$ cat src/rtl/wb_arb_pkg.sv
// -----------------------------------------------------------------------------
// wb_arb_pkg
// Shared types and defaults for the Wishbone round-robin arbiter.
//   arb_state_e        : arbiter FSM states (IDLE / BUSY / ABORT)
//   DEF_NUM_MASTERS    : default number of requesting masters
//   DEF_ADDR_WIDTH     : default Wishbone address width
//   DEF_DATA_WIDTH     : default Wishbone data width
//   DEF_TIMEOUT_CYCLES : default watchdog limit (used with WB_ARB_TIMEOUT_EN)
// -----------------------------------------------------------------------------
package wb_arb_pkg;

  typedef enum logic [1:0] {
    ST_IDLE  = 2'd0,
    ST_BUSY  = 2'd1,
    ST_ABORT = 2'd2
  } arb_state_e;

  localparam int unsigned DEF_NUM_MASTERS    = 2;
  localparam int unsigned DEF_ADDR_WIDTH     = 32;
  localparam int unsigned DEF_DATA_WIDTH     = 32;
  localparam int unsigned DEF_TIMEOUT_CYCLES = 255;

endpackage

$ cat src/rtl/rr_pick.sv
// -----------------------------------------------------------------------------
// rr_pick
// Combinational rotate-priority picker. Scans the request vector starting at
// the index after the last grant, wrapping around, and returns the first hit.
//   req_i     [N-1:0]  request vector
//   last_i    [IW-1:0] index of the previous grant
//   gnt_o     [N-1:0]  one-hot grant (0 when no request)
//   gnt_idx_o [IW-1:0] index of the grant
//   valid_o            at least one request present
// -----------------------------------------------------------------------------
module rr_pick #(
  parameter int unsigned N = 2,
  localparam int unsigned IW = (N > 1) ? $clog2(N) : 1
) (
  input  logic [N-1:0]  req_i,
  input  logic [IW-1:0] last_i,
  output logic [N-1:0]  gnt_o,
  output logic [IW-1:0] gnt_idx_o,
  output logic          valid_o
);

  logic [IW-1:0] idx;

  always_comb begin
    gnt_o     = '0;
    gnt_idx_o = '0;
    valid_o   = 1'b0;
    idx       = '0;
    // Offset 1..N visits every master once, the last grant being lowest priority.
    for (int unsigned off = 1; off <= N; off++) begin
      idx = IW'((32'(last_i) + off) % N);
      if (!valid_o && req_i[idx]) begin
        gnt_o[idx] = 1'b1;
        gnt_idx_o  = idx;
        valid_o    = 1'b1;
      end
    end
  end

endmodule

$ cat src/rtl/wb_rr_arbiter.sv
// -----------------------------------------------------------------------------
// wb_rr_arbiter
// Round-robin arbiter sharing one Wishbone slave bus between NUM_MASTERS
// masters. The grant is held for the whole CYC of the granted master; one
// dead IDLE cycle separates tenures.
// Optional watchdog: define WB_ARB_TIMEOUT_EN to terminate stalled transfers
// with a one-cycle ERR after TIMEOUT_CYCLES unanswered strobe cycles.
// Ports:
//   CLK, RST              clock, asynchronous active-high reset
//   m_cyc/stb/we_i        per-master controls
//   m_adr/dat/sel_i       packed per-master address/write data/byte selects
//   m_dat_o               read data broadcast to all masters
//   m_ack_o, m_err_o      responses routed to the granted master only
//   s_*_o / s_*_i         slave-side bus
//   grant_o               one-hot current grant, 0 when idle
// -----------------------------------------------------------------------------
module wb_rr_arbiter
  import wb_arb_pkg::*;
#(
  parameter int unsigned NUM_MASTERS = DEF_NUM_MASTERS,
  parameter int unsigned ADDR_WIDTH  = DEF_ADDR_WIDTH,
  parameter int unsigned DATA_WIDTH  = DEF_DATA_WIDTH
`ifdef WB_ARB_TIMEOUT_EN
  , parameter int unsigned TIMEOUT_CYCLES = DEF_TIMEOUT_CYCLES
`endif
) (
  input  logic                                  CLK,
  input  logic                                  RST,
  input  logic [NUM_MASTERS-1:0]                m_cyc_i,
  input  logic [NUM_MASTERS-1:0]                m_stb_i,
  input  logic [NUM_MASTERS-1:0]                m_we_i,
  input  logic [NUM_MASTERS*ADDR_WIDTH-1:0]     m_adr_i,
  input  logic [NUM_MASTERS*DATA_WIDTH-1:0]     m_dat_i,
  input  logic [NUM_MASTERS*(DATA_WIDTH/8)-1:0] m_sel_i,
  output logic [DATA_WIDTH-1:0]                 m_dat_o,
  output logic [NUM_MASTERS-1:0]                m_ack_o,
  output logic [NUM_MASTERS-1:0]                m_err_o,
  output logic                                  s_cyc_o,
  output logic                                  s_stb_o,
  output logic                                  s_we_o,
  output logic [ADDR_WIDTH-1:0]                 s_adr_o,
  output logic [DATA_WIDTH-1:0]                 s_dat_o,
  output logic [DATA_WIDTH/8-1:0]               s_sel_o,
  input  logic [DATA_WIDTH-1:0]                 s_dat_i,
  input  logic                                  s_ack_i,
  input  logic                                  s_err_i,
  output logic [NUM_MASTERS-1:0]                grant_o
);

  localparam int unsigned SW = DATA_WIDTH / 8;
  localparam int unsigned IW = $clog2(NUM_MASTERS);

  arb_state_e             state_q, state_d;
  logic [NUM_MASTERS-1:0] grant_q, grant_d;
  logic [IW-1:0]          last_q, last_d;

  logic [NUM_MASTERS-1:0] pick_gnt;
  logic [IW-1:0]          pick_idx;
  logic                   pick_valid;

  logic                   own_cyc, own_stb, own_we, busy;
  logic [ADDR_WIDTH-1:0]  adr_mux;
  logic [DATA_WIDTH-1:0]  dat_mux;
  logic [SW-1:0]          sel_mux;

  rr_pick #(.N(NUM_MASTERS)) u_pick (
    .req_i     (m_cyc_i),
    .last_i    (last_q),
    .gnt_o     (pick_gnt),
    .gnt_idx_o (pick_idx),
    .valid_o   (pick_valid)
  );

  // Granted-master bus mux (grant_q is one-hot or zero).
  always_comb begin
    adr_mux = '0;
    dat_mux = '0;
    sel_mux = '0;
    for (int unsigned i = 0; i < NUM_MASTERS; i++) begin
      if (grant_q[i]) begin
        adr_mux |= m_adr_i[i*ADDR_WIDTH +: ADDR_WIDTH];
        dat_mux |= m_dat_i[i*DATA_WIDTH +: DATA_WIDTH];
        sel_mux |= m_sel_i[i*SW +: SW];
      end
    end
  end

  assign own_cyc = |(m_cyc_i & grant_q);
  assign own_stb = |(m_stb_i & grant_q);
  assign own_we  = |(m_we_i  & grant_q);
  assign busy    = (state_q == ST_BUSY);

  assign s_cyc_o = busy & own_cyc;
  assign s_stb_o = busy & own_stb;
  assign s_we_o  = busy & own_we;
  assign s_adr_o = busy ? adr_mux : '0;
  assign s_dat_o = busy ? dat_mux : '0;
  assign s_sel_o = busy ? sel_mux : '0;
  assign m_dat_o = s_dat_i;
  assign grant_o = grant_q;

`ifdef WB_ARB_TIMEOUT_EN
  localparam int unsigned CW = $clog2(TIMEOUT_CYCLES + 1);
  logic [CW-1:0] cnt_q, cnt_d;
  logic          timeout_hit;

  // Fires on the stall cycle that would bring the count to the limit; a
  // response in that same cycle suppresses it.
  assign timeout_hit = busy & own_cyc & s_stb_o & ~s_ack_i & ~s_err_i &
                       (cnt_q == CW'(TIMEOUT_CYCLES - 1));

  always_comb begin
    cnt_d = cnt_q;
    if (state_q == ST_IDLE || s_ack_i || s_err_i) begin
      cnt_d = '0;
    end else if (busy && s_stb_o && !timeout_hit) begin
      cnt_d = cnt_q + CW'(1);
    end
  end

  always_ff @(posedge CLK or posedge RST) begin
    if (RST) cnt_q <= '0;
    else     cnt_q <= cnt_d;
  end
`endif

  always_comb begin
    state_d = state_q;
    grant_d = grant_q;
    last_d  = last_q;
    m_ack_o = '0;
    m_err_o = '0;
    case (state_q)
      ST_IDLE: begin
        if (pick_valid) begin
          grant_d = pick_gnt;
          last_d  = pick_idx;
          state_d = ST_BUSY;
        end
      end
      ST_BUSY: begin
        // ERR wins over ACK when both arrive together.
        m_ack_o = grant_q & {NUM_MASTERS{s_ack_i & ~s_err_i}};
        m_err_o = grant_q & {NUM_MASTERS{s_err_i}};
        if (!own_cyc) begin
          grant_d = '0;
          state_d = ST_IDLE;
        end
`ifdef WB_ARB_TIMEOUT_EN
        else if (timeout_hit) begin
          m_err_o = grant_q;
          state_d = ST_ABORT;
        end
`endif
      end
`ifdef WB_ARB_TIMEOUT_EN
      ST_ABORT: begin
        if (!own_cyc) begin
          grant_d = '0;
          state_d = ST_IDLE;
        end
      end
`endif
      default: begin
        grant_d = '0;
        state_d = ST_IDLE;
      end
    endcase
  end

  always_ff @(posedge CLK or posedge RST) begin
    if (RST) begin
      state_q <= ST_IDLE;
      grant_q <= '0;
      last_q  <= IW'(NUM_MASTERS - 1);
    end else begin
      state_q <= state_d;
      grant_q <= grant_d;
      last_q  <= last_d;
    end
  end

endmodule

$ cat config.mk
export PLATFORM = sky130hd
export DESIGN_NAME = wb_rr_arbiter
export DESIGN_NICKNAME = d
export VERILOG_FILES = /design/src/rtl/wb_arb_pkg.sv /design/src/rtl/rr_pick.sv /design/src/rtl/wb_rr_arbiter.sv
export SDC_FILE = /design/constraint.sdc
export NUM_CORES = 1
export LEC_CHECK = 0
export CORE_AREA = 2 2 112 114
export DETAILED_ROUTE_END_ITERATION = 8
export DIE_AREA = 0 0 114 116
export PLACE_DENSITY = 0.6
export RECOVER_POWER = 100
export SETUP_SLACK_MARGIN = 0.02
export SYNTH_ARGS = -nofsm -noshare
export SYNTH_HDL_FRONTEND = slang
export SYNTH_SLANG_ARGS = --single-unit
$ cat constraint.sdc
create_clock -name CLK -period 0.9 [get_ports CLK]
set_input_delay 0.135 -clock CLK [delete_from_list [all_inputs] [get_ports CLK]]
set_output_delay 0.135 -clock CLK [all_outputs]
set_load 0.02 [all_outputs]
# Yosys cells after proc, flatten, opt, wreduce, memory -nomap -nowiden
# Cells that the tools add are included.
dict set report totals {
  out_inout_bits 109
  input_bits 178
  elab_cells 66
  reg_bits 5
}
dict set report classes {
  n_reduce_logical 10
  eq_ne 3
  mux 30
  addsub 2
  n_bitwise 14
  magnitude_cmp 4
}
# operator n
set ops {}
lappend ops {{$mux 32} 6}
lappend ops {{$or 32x32->32} 2}
lappend ops {{$mux 2} 7}
lappend ops {{$mux 4} 3}
lappend ops {{$and 2x2->2} 5}
lappend ops {{$mux 1} 10}
lappend ops {{$pmux 2 s2} 2}
lappend ops {{$reduce_or 2->1} 3}
lappend ops {{$and 1x1->1} 4}
lappend ops {{$lt 1x2->1 const B} 2}
lappend ops {{$ne 2x2->1 const B} 2}
lappend ops {{$or 4x4->4} 1}
lappend ops {{$reduce_and 2->1} 2}
lappend ops {{$logic_and 1x1->1} 3}
lappend ops {{$add 1x1->1 const B} 2}
lappend ops {{$demux 1 s1} 2}
lappend ops {{$eq 2x1->1 const B} 1}
lappend ops {{$ge 1x1->1 const B} 2}
lappend ops {{$logic_not 2->1} 1}
lappend ops {{$or 2x2->2} 1}
lappend ops {{$logic_not 1->1} 1}
lappend ops {{$not 1->1} 1}

# Depth between registers and ports, before layout
dict set report depth {
  ltp_word 10
  ltp_mapped 4
  depth_no_buf 3
}

# By module
# From an unflattened synthesis, not the netlist that was laid out.
dict set report hier_totals {
  hier_cells 150
  hier_area_um2 1272.5
}
# mod n_inst area_each_um2 cells_per_inst seq_area_each_um2
set modules_own_cells {}
lappend modules_own_cells {wb_rr_arbiter 1 1239.9 145 101.3}
lappend modules_own_cells {rr_pick 1 32.5 5 0.0}

# Least setup slack after synthesis
# OpenSTA, ideal clock, no wires.
dict set report synth_path {
  kind {flip-flop to output port}
  from {reg grant_q[0], in the netlist grant_o[0]}
  to {out s_dat_o[10]}
  path_buffers 2
  stages_incl_launch_ff 5
  slack_ns -0.480
  arrival_time_ns 1.245
  t_required_ns 0.765
  cell_sequence {dfrtp_1 -> buf_4 -> buf_2 -> a22oi_1 -> nor2b_1}
}
dict set report synth_via {
  elab_chain_len 4
}
# element line_no
set synth_rtl {}
lappend synth_rtl {{start: declaration} wb_rr_arbiter.sv:54} ;# logic [NUM_MASTERS-1:0] grant_q, grant_d;
lappend synth_rtl {{start signal: assignment} wb_rr_arbiter.sv:178} ;# grant_q <= grant_d;
lappend synth_rtl {{$mux 32 (*)} wb_rr_arbiter.sv:80} ;# if (grant_q[i]) begin
lappend synth_rtl {{$or 32x32->32} wb_rr_arbiter.sv:82} ;# dat_mux |= m_dat_i[i*DATA_WIDTH +: DATA_WIDTH];
lappend synth_rtl {{$mux 32 (*)} wb_rr_arbiter.sv:80}
lappend synth_rtl {{$mux 32 (*)} wb_rr_arbiter.sv:97} ;# assign s_dat_o = busy ? dat_mux : '0;
lappend synth_rtl {{end: declaration} wb_rr_arbiter.sv:42} ;# output logic [DATA_WIDTH-1:0] s_dat_o,
# Mark *: on every way between the ends. The rest lies on a longest branch, timed or not.

# Worst setup path in the final report
dict set report layout_path {
  from {reg grant_q[0], in the netlist grant_o[0]}
  to {out s_adr_o[20]}
}
dict set report layout_via {
  elab_chain_len 4
}
# element line_no
set layout_rtl {}
lappend layout_rtl {{$mux 32 (*)} wb_rr_arbiter.sv:80}
lappend layout_rtl {{$or 32x32->32} wb_rr_arbiter.sv:81} ;# adr_mux |= m_adr_i[i*ADDR_WIDTH +: ADDR_WIDTH];
lappend layout_rtl {{$mux 32 (*)} wb_rr_arbiter.sv:80}
lappend layout_rtl {{$mux 32 (*)} wb_rr_arbiter.sv:96} ;# assign s_adr_o = busy ? adr_mux : '0;
lappend layout_rtl {{end: declaration} wb_rr_arbiter.sv:41} ;# output logic [ADDR_WIDTH-1:0] s_adr_o,
# Marks and branches as above.

==> results by group <==
Clock network
  • Clock Pin Slew Worst Setup and Hold Paths: 0.03 ns
  • Clk buf depth: 2
  • Clock Tree Root: clkbuf_16
  • H-tree depth: 1
  • Clock Sinks: 4
  • Num CTS Buffers: 3
  • Clk_lat worst skew: 0.23 ns
  • CTS tree: built

Power
  • Share of power burned in registers: 0.034
  • Fraction of power spent switching nets: 0.427
  • Logic pwr share: 0.920
  • Pleak: 1.97 nW
  • Clk network pwr share: 0.046
  • Cell Pwr Density: 3060 mW/mm^2
  • Internal Dissipation: 8.95 mW
  • VDD IR max: 0.00151 V
  • Sw Pwr: 6.67 mW
  • Design Power: 15.6 mW

Final layout
  • Final Util: 0.429
  • Final #Nets: 609
  • Final non-filler cell total: 577
  • Ant diodes: 0
  • Reg area: 105 sq um
  • Final Instance Area: 0.00510 sq mm
  • Area occupied by multi-input gates: 0.00173 sq mm
  • Most common cell after layout, fill and taps aside: clkdlybuf4s50_1
  • Share of layout cells above drive strength 1: 0.637
  • Synth-to-Final Area Change: 226%
  • Fillers: 1133
  • Most frequent cells in the layout: clkdlybuf4s50_1 (144), a22oi_2 (71), buf_6 (71)

Floorplanning
  • Die W: 114 microns
  • Cell Rows: 40
  • Total I/O pin count: 287
  • Initial Util: 0.132
  • Die height: 116 microns
  • Core Box Area: 0.0119 sq mm
  • DIE AREA: 0.0132 sq mm

Synth
  • Post-Syn Nets: 400
  • Register bit total from synthesis: 4
  • Ranking of synthesized cells by area: a22oi_1 (34%), nor2b_1 (28%), buf_4 (19%)
  • Largest area contributor in the netlist: a22oi_1
  • Netlist cell types: 16
  • Syn avg cell area: 7.06 sq um
  • Seq/Total Area, Yosys: 0.0647
  • Synth Warn #: 0
  • Yosys top cell area share: 0.340
  • Syn Std Cell Area: 0.00157 sq mm
  • Post-Syn Instances: 222

Timing
  • RSZ-0062 raised after global routing: true
  • Final worst path period share: 1.74
  • Slew Viols, Final: 0
  • Rel. slew slack: 0.848
  • Post-route setup slack: -0.663 ns
  • Final setup vio count: 81
  • Final Hold Fails: 0
  • Hold slack: 0.243 ns
  • Setup_tns: -47.07 ns
  • Clock skew: 0.00363 ns
  • Worst slew pin tran: 0.229 ns
  • Max Clk Rate: 0.640 GHz
  • Min Tclk post-route: 1.56 ns

Setup path
  • CP max stage delay: 0.48 ns
  • Register-to-Register Path Depth: 7
  • CP delay by family, top: flip-flops
  • Cell Chain, Critical Path: buf_12, buf_16, a22oi_2, nor2b_4, buf_6
  • Worst path depth: 5
  • Worst Setup End Kind: output pin
  • WS Path Type: flip-flop to output pin
  • Crit path max fanout: 9
  • Buf/Inv on CP: 3
  • Worst Path Arrival: 1.43 ns
  • CP required: 0.76 ns
  • Critical path launch point type: flip-flop
  • Slowest CP cell: dfrtp_2

Placed design
  • Placed insts: 547
  • Worst slack at placement: -0.767 ns
  • Placed instance area: 0.00416 sq mm
  • I/O Buffers: 222
  • Detailed Place HPWL: 6.72 mm
  • RD Place Congestion: 0.711

Detailed routing
  • DR vias/cell: 4.40
  • Initial drt markers: 42
  • 1st-pass router iterations: 4
  • Post-route DRC: 0
  • WL final: 10.2 mm
  • DR WL/cell: 17.7 microns
  • Final ANT Viol Nets: 0
  • Via count: 2537

Global route
  • Largest net degree at the start of global routing: 39
  • First-pass GRT wire length: 14.4 mm
  • Global route total overflow: 0
  • Initial antenna violation count: 0
  • Vias in the first global route: 2710
  • GR Util All Layers: 0.142

Status
  • Failing checks: setup timing
  • Run status: finished with violations

Hold path
  • Worst Hold Class: input pin to asynchronous set/reset pin

Job
  • Max-Cap Viols: 0
## cells in the mapped netlist
cell type / instances
nand2b_1: 2
and3_1: 2
a22oi_1: 71
a21oi_1: 4
clkbuf_1: 6
dfstp_2: 1
inv_1: 2
a31o_2: 2
o21ai_0: 2
nor2b_1: 71
buf_2: 10
dfrtp_1: 3
nor2_1: 1
and4b_1: 2
nand2_1: 3
buf_4: 40
## power groups by stage
stage / combinational (mW) / clock (mW) / sequential, mW
after detailed placement: 10.5 / 0 / 0.466
after global routing: 15.1 / 0.751 / 0.555
after floorplan: 6.72 / 0 / 0.434
final: 14.4 / 0.725 / 0.529
after CTS: 14.0 / 0.730 / 0.527
after global placement: 10.4 / 0 / 0.464
## worst reg2reg max path: cells and delay by family (launching register included)
| kind | cells | cell delay, ns |
|---|---|---|
| AO/OA/AOI/OAI | 2 | 0.30 |
| buffers and inverters | 4 | 0.56 |
| AND/OR/NAND/NOR | 1 | 0.06 |
| flip-flops | 1 | 0.48 |
## routing by layer
layer	up-vias	wire, microns	global-route usage
met5	-	0	0
met4	0	183	0.0415
met3	20	911	0.0329
met2	153	5580	0.283
met1	1172	3550	0.146
li1	1192	-	-
## final timing paths
check	start	slack (ns)	end
worst max-delay path	grant_o[0]	-0.66	s_adr_o[20]
worst min-delay path	RST	0.24	grant_o[0]
worst max register to register	grant_o[0]	-0.63	grant_o[1]
worst min register to register	last_q	0.50	last_q
max in group asynchronous	RST	0.42	last_q
min in group CLK	s_dat_i[20]	0.27	m_dat_o[20]
## sequential cells by signal (all words and copies together), names as in the netlist
| signal | cells |
|---|---|
| grant_o | 2 |
| last_q | 1 |
| state_q | 1 |
## final cells by class
cell class,instances,share of cell area
clock buffer,4,0.0154
inverter,2,0.00147
multi-input combinational,160,0.339
sequential,4,0.0206
tap,147,0.0360
timing repair buffer,260,0.587
## logic make-up (layout without fill, tap and decap cells)
| logic type | Yosys count | in the layout | synth area share |
|---|---|---|---|
| AO/OA/AOI/OAI | 79 | 79 | 0.371 |
| flip-flops | 4 | 4 | 0.0647 |
| AND/OR/NAND/NOR | 81 | 81 | 0.322 |
| buffers and inverters | 58 | 266 | 0.243 |
## repair_timing
action	in CTS	in global routing
buffers inserted	8	5
setup endpoints to repair	81	81
pin swaps	40	7
gates cloned	12	1
hold buffers	0	0
resized for setup	492	25
No activity file was read; power rests on OpenSTA's default activity.
==> variant (same flow settings) <==
The 3 states of `arb_state_e` get a one-hot encoding in 3 bits.
--- a/src/rtl/wb_arb_pkg.sv
+++ b/src/rtl/wb_arb_pkg.sv
@@ -11,6 +11,6 @@
 
-  typedef enum logic [1:0] {
-    ST_IDLE  = 2'd0,
-    ST_BUSY  = 2'd1,
-    ST_ABORT = 2'd2
+  typedef enum logic [2:0] {
+    ST_IDLE  = 3'b001,
+    ST_BUSY  = 3'b010,
+    ST_ABORT = 3'b100
   } arb_state_e;
Function: same outputs for any inputs over 10 cycles, from zero or initial values and one cycle with RST high; not proved beyond that.
==> variant against the original RTL <==
  * The run still ends with setup timing left
  * Sequential share of layout area rose by 1.7 points
  * Sequential cell count increased by 1
  * Setup slack got worse by 0.15 ns
  * Clock skew fell by 0.0024 ns
  * Routed wire length decreased by 21%
  * Die area unchanged
  * Register-to-register slack about the same
  * Cell area decreased by 33%
  * Area after synthesis decreased by 17%
  * First-iteration DRC count up 76%
  * Highest routed layer unchanged
Power is not compared: it rests on default switching activity, and its combinational part moved more than twofold at a synthesized area within 25%.
==> variant: results (changes against the original RTL) <==
[outcome]
status=finished, violations left  ; unchanged
violations=setup timing  ; unchanged

[synthesis]
synthFlopType=dfrtp_1  ; unchanged
ys_types=23  ; was 16
synth_compound_area_share_pct=51.5  ; was 37.1%
synth_common_cells=a22o_1 (71), buf_4 (40), buf_6 (8)  ; was a22oi_1 (71), nor2b_1 (71), buf_4 (40)
syn_nets=326  ; was 400
yosysSeqAreaShare_pct=9.77  ; was 6.47%
ys.warnings.count=0  ; unchanged
synth_area_leaders=a22o_1 (48%), buf_4 (23%), buf_6 (6.9%), dfrtp_1 (5.7%), dfstp_2 (4.0%)  ; was a22oi_1 (34%), nor2b_1 (28%), buf_4 (19%), dfrtp_1 (4.8%), buf_2 (3.2%)
synth.mux.area_fraction_pct=0  ; unchanged

[cells_and_area]
seqCellArea_um2=130  ; was 105 um2
inverters=1  ; was 2
design_area_mm2=0.00344  ; was 0.00510 mm2
nFlopsAndLatches=5  ; was 4
drive_above_1_share_pct=33.6  ; was 63.7%
multiInputCombCellCount=94  ; was 160
multi_input_area_um2=833  ; was 0.00173 mm2
fill_cells=1292  ; was 1,133
finalNetCount=524  ; was 609
clkCellAreaFrac_pct=2.29  ; was 1.54%
buffers=241  ; was 260
buf_share_pct=64.3  ; was 58.7%
n_antenna_cell=0  ; unchanged

[critical_path]
cp-endpoint=s_adr_o[2]  ; was s_adr_o[20]
reg2reg_slack_ns=-0.63  ; about the same
reg2reg_from=state_q[0]  ; was grant_o[0]
timing.rr.end=grant_o[0]  ; was grant_o[1]
slowest_stage=dfstp_2  ; was dfrtp_2
rr_worst_depth=6  ; was 7
arrival_ns=1.58  ; was 1.43 ns
slowest_delay_ns=0.54  ; was 0.48 ns
worstPathMaxFanout=23  ; was 9

[global_routing]
grt_max_degree=26  ; was 39
grt_first_pass_wirelength_um=10900  ; was 14,400 um
met2_usage_pct=19.2  ; was 28.3%
use_met3_pct=2.35  ; was 3.29%
use_met1_pct=12.6  ; was 14.6%
grt_pass1_vias=2062  ; was 2,710
grt_use_total_pct=10.5  ; was 14.2%

[clock_tree]
cts_resized=339  ; was 492
postCtsSetupBuffers=4  ; was 8

[sta]
setup_ws_ns=-0.816  ; was -0.663 ns
setup_viol=82  ; was 81
clock_skew_ns=0.00125  ; was 0.00363 ns
tightest_slew_ns=0.298  ; was 0.229 ns

[route]
wl_met2_um=3870  ; was 5580 um
drt-initial-drc-count=74  ; was 42
via_per_inst=4.13  ; was 4.40
wl_met3_um=797  ; was 911 um
m1WireLength_um=3300  ; was 3550 um
routed_wl_um=8040  ; was 10,200 um

[place]
placed_area_mm2=0.00347  ; was 0.00416 mm2
dp_hpwl_um=5950  ; was 6720 um
place_congestion=0.890  ; was 0.711

[power_and_ir_drop]
total_power_w=0.00451

[variant: changes by cell type after synthesis, sizes merged, moves of 3 or more]
cell / unedited run / this run
a22o: 0 / 71
a22oi: 71 / 1
clkbuf: 6 / 0
a21oi: 4 / 1
nor2b: 71 / 4
[variant: worst min path at each step]
stage | startpoint | to | slack [ns] | cells past startpoint
after global placement | s_dat_i[13] | m_dat_o[13] | 0.27 | 0
after CTS | RST | grant_o[1] | 0.11 | 2
after floorplan | RST | state_q[1] | -0.09 | 1
after global routing | RST | state_q[1] | 0.27 | 2
final | RST | grant_o[1] | 0.25 | 2
after detailed placement | s_dat_i[13] | m_dat_o[13] | 0.27 | 0
[variant: stage by stage]
step	std cells	worst slack (ns)	TNS, ns
after global routing	492	-0.867	-65.43
after CTS	492	-0.845	-63.16
after global placement	481	-1.02	-72.67
after floorplan	148	-0.505	-37.07
after detailed placement	481	-1.03	-73.54
final	492	-0.816	-61.34
